==> src/rtl/dcache_types_pkg.sv <==
// Shared types, geometry constants and address-field helpers for the L1 data cache.
package dcache_types;

  localparam int unsigned S_OFFSET = 5;
  localparam int unsigned S_INDEX  = 3;
  localparam int unsigned S_TAG    = 32 - S_OFFSET - S_INDEX;
  localparam int unsigned S_LINE   = 8 << S_OFFSET;
  localparam int unsigned NUM_SETS = 2 ** S_INDEX;

  typedef enum logic [1:0] {IDLE, WRITEBACK, ALLOCATE} dcache_state_t;

  function automatic logic [S_TAG-1:0] addr_tag(input logic [31:0] addr);
    return addr[31:S_OFFSET+S_INDEX];
  endfunction

  function automatic logic [S_INDEX-1:0] addr_index(input logic [31:0] addr);
    return addr[S_OFFSET+S_INDEX-1:S_OFFSET];
  endfunction

  function automatic logic [S_OFFSET-3:0] addr_word(input logic [31:0] addr);
    return addr[S_OFFSET-1:2];
  endfunction

endpackage

==> src/rtl/dcache_array.sv <==
// Flop-based array: combinational read, synchronous write with per-lane write mask.
module dcache_array #(
  parameter int unsigned Width    = 32,
  parameter int unsigned Depth    = 8,
  parameter int unsigned MaskW    = 1,
  parameter bit          HasReset = 1'b0
) (
  input  logic                     clk_i,
  input  logic                     rst_i,
  input  logic [$clog2(Depth)-1:0] addr_i,
  input  logic                     we_i,
  input  logic [MaskW-1:0]         wmask_i,
  input  logic [Width-1:0]         wdata_i,
  output logic [Width-1:0]         rdata_o
);

  localparam int unsigned Lane = Width / MaskW;

  logic [Width-1:0] mem_q [Depth];

  assign rdata_o = mem_q[addr_i];

  // Arrays without HasReset simply hold their contents while rst is high.
  always_ff @(posedge clk_i or posedge rst_i) begin
    if (rst_i) begin
      if (HasReset) begin
        for (int i = 0; i < int'(Depth); i++) mem_q[i] <= '0;
      end
    end else if (we_i) begin
      for (int m = 0; m < int'(MaskW); m++) begin
        if (wmask_i[m]) mem_q[addr_i][m*Lane +: Lane] <= wdata_i[m*Lane +: Lane];
      end
    end
  end

endmodule

==> src/rtl/l1_data_cache.sv <==
// Direct-mapped write-back, write-allocate L1 data cache with zero-wait hits and
// a WRITEBACK/ALLOCATE miss sequence against a line-wide memory port.
module l1_data_cache
  import dcache_types::*;
(
  input  logic              clk,
  input  logic              rst,
  input  logic              data_read,
  input  logic              data_write,
  input  logic [3:0]        data_mbe,
  input  logic [31:0]       data_addr,
  input  logic [31:0]       data_wdata,
  output logic              data_resp,
  output logic [31:0]       data_rdata,
  output logic              pmem_read,
  output logic              pmem_write,
  output logic [31:0]       pmem_address,
  output logic [S_LINE-1:0] pmem_wdata,
  input  logic [S_LINE-1:0] pmem_rdata,
  input  logic              pmem_resp
);

  dcache_state_t state_q;
  logic [31:0]   miss_addr_q;
  logic          pmem_read_q, pmem_write_q;
  logic [31:0]   pmem_address_q;

  logic [S_INDEX-1:0]  idx;
  logic [S_OFFSET-3:0] word;
  logic [S_LINE-1:0]   line_rd;
  logic [S_TAG-1:0]    tag_rd;
  logic                valid_rd, dirty_rd;
  logic                req, hit, store_hit, fill, wb_done;

  // Once a miss is in flight, the latched address drives the arrays so a
  // wobbling request cannot redirect the writeback or fill.
  assign idx       = (state_q == IDLE) ? addr_index(data_addr) : addr_index(miss_addr_q);
  assign word      = addr_word(data_addr);
  assign req       = data_read | data_write;
  assign hit       = (state_q == IDLE) && req && valid_rd && (tag_rd == addr_tag(data_addr));
  assign store_hit = hit && data_write;
  assign fill      = (state_q == ALLOCATE) && pmem_resp;
  assign wb_done   = (state_q == WRITEBACK) && pmem_resp;

  assign data_resp    = hit;
  assign data_rdata   = hit ? line_rd[{word, 5'b0} +: 32] : '0;
  assign pmem_read    = pmem_read_q;
  assign pmem_write   = pmem_write_q;
  assign pmem_address = pmem_address_q;
  assign pmem_wdata   = line_rd;

  dcache_array #(.Width(S_LINE), .Depth(NUM_SETS), .MaskW(32), .HasReset(1'b0)) u_data (
    .clk_i   (clk),
    .rst_i   (rst),
    .addr_i  (idx),
    .we_i    (store_hit | fill),
    .wmask_i (fill ? '1 : (32'(data_mbe) << {word, 2'b00})),
    .wdata_i (fill ? pmem_rdata : {8{data_wdata}}),
    .rdata_o (line_rd)
  );

  dcache_array #(.Width(S_TAG), .Depth(NUM_SETS), .MaskW(1), .HasReset(1'b0)) u_tag (
    .clk_i   (clk),
    .rst_i   (rst),
    .addr_i  (idx),
    .we_i    (fill),
    .wmask_i (1'b1),
    .wdata_i (addr_tag(miss_addr_q)),
    .rdata_o (tag_rd)
  );

  dcache_array #(.Width(1), .Depth(NUM_SETS), .MaskW(1), .HasReset(1'b1)) u_valid (
    .clk_i   (clk),
    .rst_i   (rst),
    .addr_i  (idx),
    .we_i    (fill),
    .wmask_i (1'b1),
    .wdata_i (1'b1),
    .rdata_o (valid_rd)
  );

  dcache_array #(.Width(1), .Depth(NUM_SETS), .MaskW(1), .HasReset(1'b1)) u_dirty (
    .clk_i   (clk),
    .rst_i   (rst),
    .addr_i  (idx),
    .we_i    (store_hit | fill | wb_done),
    .wmask_i (1'b1),
    .wdata_i (store_hit),
    .rdata_o (dirty_rd)
  );

  always_ff @(posedge clk or posedge rst) begin
    if (rst) begin
      state_q        <= IDLE;
      miss_addr_q    <= '0;
      pmem_read_q    <= 1'b0;
      pmem_write_q   <= 1'b0;
      pmem_address_q <= '0;
    end else begin
      case (state_q)
        IDLE: begin
          if (req && !hit) begin
            miss_addr_q <= data_addr;
            if (valid_rd && dirty_rd) begin
              state_q        <= WRITEBACK;
              pmem_write_q   <= 1'b1;
              pmem_address_q <= {tag_rd, idx, 5'b0};
            end else begin
              state_q        <= ALLOCATE;
              pmem_read_q    <= 1'b1;
              pmem_address_q <= {data_addr[31:5], 5'b0};
            end
          end
        end
        WRITEBACK: begin
          if (pmem_resp) begin
            state_q        <= ALLOCATE;
            pmem_write_q   <= 1'b0;
            pmem_read_q    <= 1'b1;
            pmem_address_q <= {miss_addr_q[31:5], 5'b0};
          end
        end
        ALLOCATE: begin
          if (pmem_resp) begin
            state_q     <= IDLE;
            pmem_read_q <= 1'b0;
          end
        end
        default: state_q <= IDLE;
      endcase
    end
  end

  a_no_dual_req : assert property (@(posedge clk) disable iff (rst) !(data_read && data_write));

endmodule
==> config.mk <==
export PLATFORM = sky130hd
export DESIGN_NAME = l1_data_cache
export DESIGN_NICKNAME = d
export VERILOG_FILES = /design/src/rtl/dcache_types_pkg.sv /design/src/rtl/dcache_array.sv /design/src/rtl/l1_data_cache.sv
export SDC_FILE = /design/constraint.sdc
export NUM_CORES = 2
export LEC_CHECK = 0
export CAP_MARGIN = 20
export CORE_MARGIN = 2
export CORE_UTILIZATION = 45
export DETAILED_ROUTE_END_ITERATION = 8
export PLACE_DENSITY = 0.76
export SETUP_SLACK_MARGIN = 0.3
export SLEW_MARGIN = 30
export SYNTH_ARGS = -nofsm -noshare
export SYNTH_HDL_FRONTEND = slang
export SYNTH_SLANG_ARGS = --single-unit
==> constraint.sdc <==
create_clock -name clk -period 7 [get_ports clk]
set_input_delay 1.05 -clock clk [delete_from_list [all_inputs] [get_ports clk]]
set_output_delay 1.05 -clock clk [all_outputs]
set_load 0.05 [all_outputs]
==> flow_summary.ini <==
[pwr]
p_int_uw = 33200
power_frac_seq_pct = 29.4
powerDensity_nw_per_um2 = 516
vdd_drop_max_v = 0.000535
p_leak_uw = 0.0389
p_switching_uw = 24500
p_sw_share_pct = 42.5
p_clk_share_pct = 20.3
p_comb_share_pct = 50.3

[grt]
grt_pass1_vias = 57900
track_usage_pct = 29.0
overflow = 0
grt_max_degree = 121
grt_pass1_wl_um = 432000
grt_antenna_before_repair = 49

[synthesis]
synth_top_family_by_area = compound AO/OA/AOI/OAI gates
synth-edff-count = 2240
syn_area_um2 = 91700
synth_compound_area_share_pct = 12.4
netlist_top_cells_area = edfxtp_1, a22oi_1, and3_1
synth_flop_cell = edfxtp_1
synth_cell_types = 70
synth_top_area_share_pct = 73.4
yosysSeqAreaShare_pct = 75.4
syn_area_per_cell_um2 = 15.9
synthMuxAreaShare_pct = 3.09
ys_ff_latch = 2314
synth_most_common_cell = edfxtp_1
synth_adder_area_share_pct = 0
async_flop_share_pct = 3.20
yosys.area.top_type = edfxtp_1
yosys_warnings = 0
syn_inst = 5778
ys_top_cells_by_count = edfxtp_1, a22oi_1, nand2_1
synth_xor_area_share_pct = 0.220
yosys.area_share.simple_pct = 6.67

[flow_run]
drv_cap = 0

[layout]
drive_gt1_share_pct = 14.3
final_cells = 9265
area_delta_synth_final_pct = 22.0
fillCellCount = 15200
nNetsFinal = 6699

[floorplanning]
io_pins = 652
die_area_um2 = 207000
initial_utilization_pct = 45.3
fp.dieH_um = 455
core_um2 = 202000
dieWidth_um = 455
std_cell_rows = 165

[clocking]
cts_sinks = 2314
htreeDepth = 4
postCtsHoldBufs = 0
ctsLongestPathBuffers = 3
clk_latency_ps = 900
cts_tree = done
clkSlewWorstSetupHoldPaths_ps = 60
root_buffer = clkbuf_16
cts_buffers = 219

[sta]
finalSetupViolations = 0
finalHoldViolations = 0
drv_slew = 0
setup_tns_ps = 0
slew_headroom_pct = 26.7
layout_min_cycle_time_ps = 6630
rsz0062_at_grt = false
min_period_over_period_pct = 94.7
skew_ps = 77.7
fmax_mhz = 151
worst_pin_slew_ps = 1100

[routing]
antenna_left = 0
wirelength_um = 311000
firstDrtPassIters = 9
via_per_inst = 6.53
drt-initial-drc-count = 9432
wl_per_cell_um = 33.6
drc_errors = 1
vias = 60500

[placed_design]
post-dp-hpwl_um = 202000
io_buffers = 644
dp_cells = 8812
place_congestion = 0.926

[critical_path]
r2r_setup_slack_ps = 1530
endpoint_kind = output port
cp.arrival_ps = 5580
path_class = input port to output port
start_kind = input port
cp.required_ps = 5950
path_max_fanout = 20

[status]
violations = design-rule violations
status = finished, violations left

[worst_hold_path]
hp-class = register to register
## path summary, 6_finish.rpt
kind / from / to / cells past startpoint
max: data_addr[6] / data_rdata[26] / 14
max reg2reg: state_q[0]$_DFFE_PP0P_ / u_data.mem_q[710]$_DFFE_PP_ / 12
min: u_valid.mem_q[7]$_DFFE_PP0P_ / u_valid.mem_q[7]$_DFFE_PP0P_ / 1
min reg2reg: u_valid.mem_q[7]$_DFFE_PP0P_ / u_valid.mem_q[7]$_DFFE_PP0P_ / 1
max in group asynchronous: rst / miss_addr_q[22]$_DFFE_PP0P_ / 5
min in group asynchronous: rst / miss_addr_q[26]$_DFFE_PP0P_ / 4
## layout by cell type, fill, tap and decap left out, types with 120 or more instances in the layout
master,n
a21o_1,262
a21oi_1,198
a22oi_1,606
and3_1,324
buf_12,316
buf_4,153
clkbuf_16,221
clkdlybuf4s50_1,364
edfxtp_1,2240
nand2_1,385
nor2_1,120
## cell type report
type | instances | area (um^2) | area share, %
repair buffers | 841 | 11200 | 10.0
clock inverters | 130 | 1350 | 1.21
diodes | 43 | 108 | 0.0962
multi-input cells | 2956 | 20800 | 18.6
flip-flops and latches | 2314 | 69100 | 61.8
inverters | 38 | 146 | 0.131
well taps | 2672 | 3340 | 2.99
clock buffers | 271 | 5740 | 5.13
## timing repair
action	in CTS	in global routing
pin swaps	2	2
setup buffers	4	3
setup endpoints to repair	25	16
gates resized for setup	5	4
cloned	1	1
## power by group through the flow
stage / logic, uW / registers, uW / clock network, uW
finish: 29100 / 17000 / 11700
global route: 29500 / 17000 / 12300
CTS: 28600 / 16900 / 11800
detailed placement: 28400 / 17200 / 0
global placement: 28100 / 17200 / 0
floorplan: 13900 / 17400 / 0
## critical path: stages
cell,delay (ps)
clkdlybuf4s50_1,560
or4b_1,690
o21ai_4,330
a311oi_2,300
nor3b_1,220
a31oi_1,360
nand4_1,190
nor4_2,380
buf_4,200
nand2_2,180
buf_4,360
a311oi_1,350
buf_4,240
buf_12,150
## flip-flops by register name, summed over array words and instances, names as in the netlist
name           count
miss_addr_q       27
pmem_address      27
pmem_read          1
pmem_write         1
state_q            2
u_data.mem_q    2048
u_dirty.mem_q      8
u_tag.mem_q      192
u_valid.mem_q      8
## per-stage QoR
step	instance area (um^2)	util, %	total power, uW	hold slack, ps	setup slack [ps]
after global placement	104000	51.6	45300	438	331
final	112000	55.3	57800	465	370
after detailed placement	105000	51.7	45700	449	260
after global routing	112000	55.3	58800	476	347
after floorplan	91700	-	31200	428	564
after CTS	112000	55.2	57300	462	336
## kinds of logic (layout without fill, tap and decap cells)
logic type | count (synthesis) | after routing
other cells | 1 | 48
simple gates | 1192 | 1193
xor+xnor | 23 | 23
flops | 2314 | 2314
buf+inv | 514 | 1280
compound gates | 1528 | 1529
mux | 206 | 206
## metal layers
| layer | wire length, um | vias up | part of all wire, % | GRT usage, % |
|---|---|---|---|---|
| met5 | 184 | - | 0.059 | 0 |
| met4 | 25400 | 30 | 8.1 | 20.9 |
| met3 | 37700 | 925 | 12 | 7.08 |
| met2 | 144000 | 4903 | 46 | 44.8 |
| met1 | 105000 | 30100 | 34 | 35.9 |
| li1 | - | 24500 | - | - |
(Power assumes the default switching activity.)
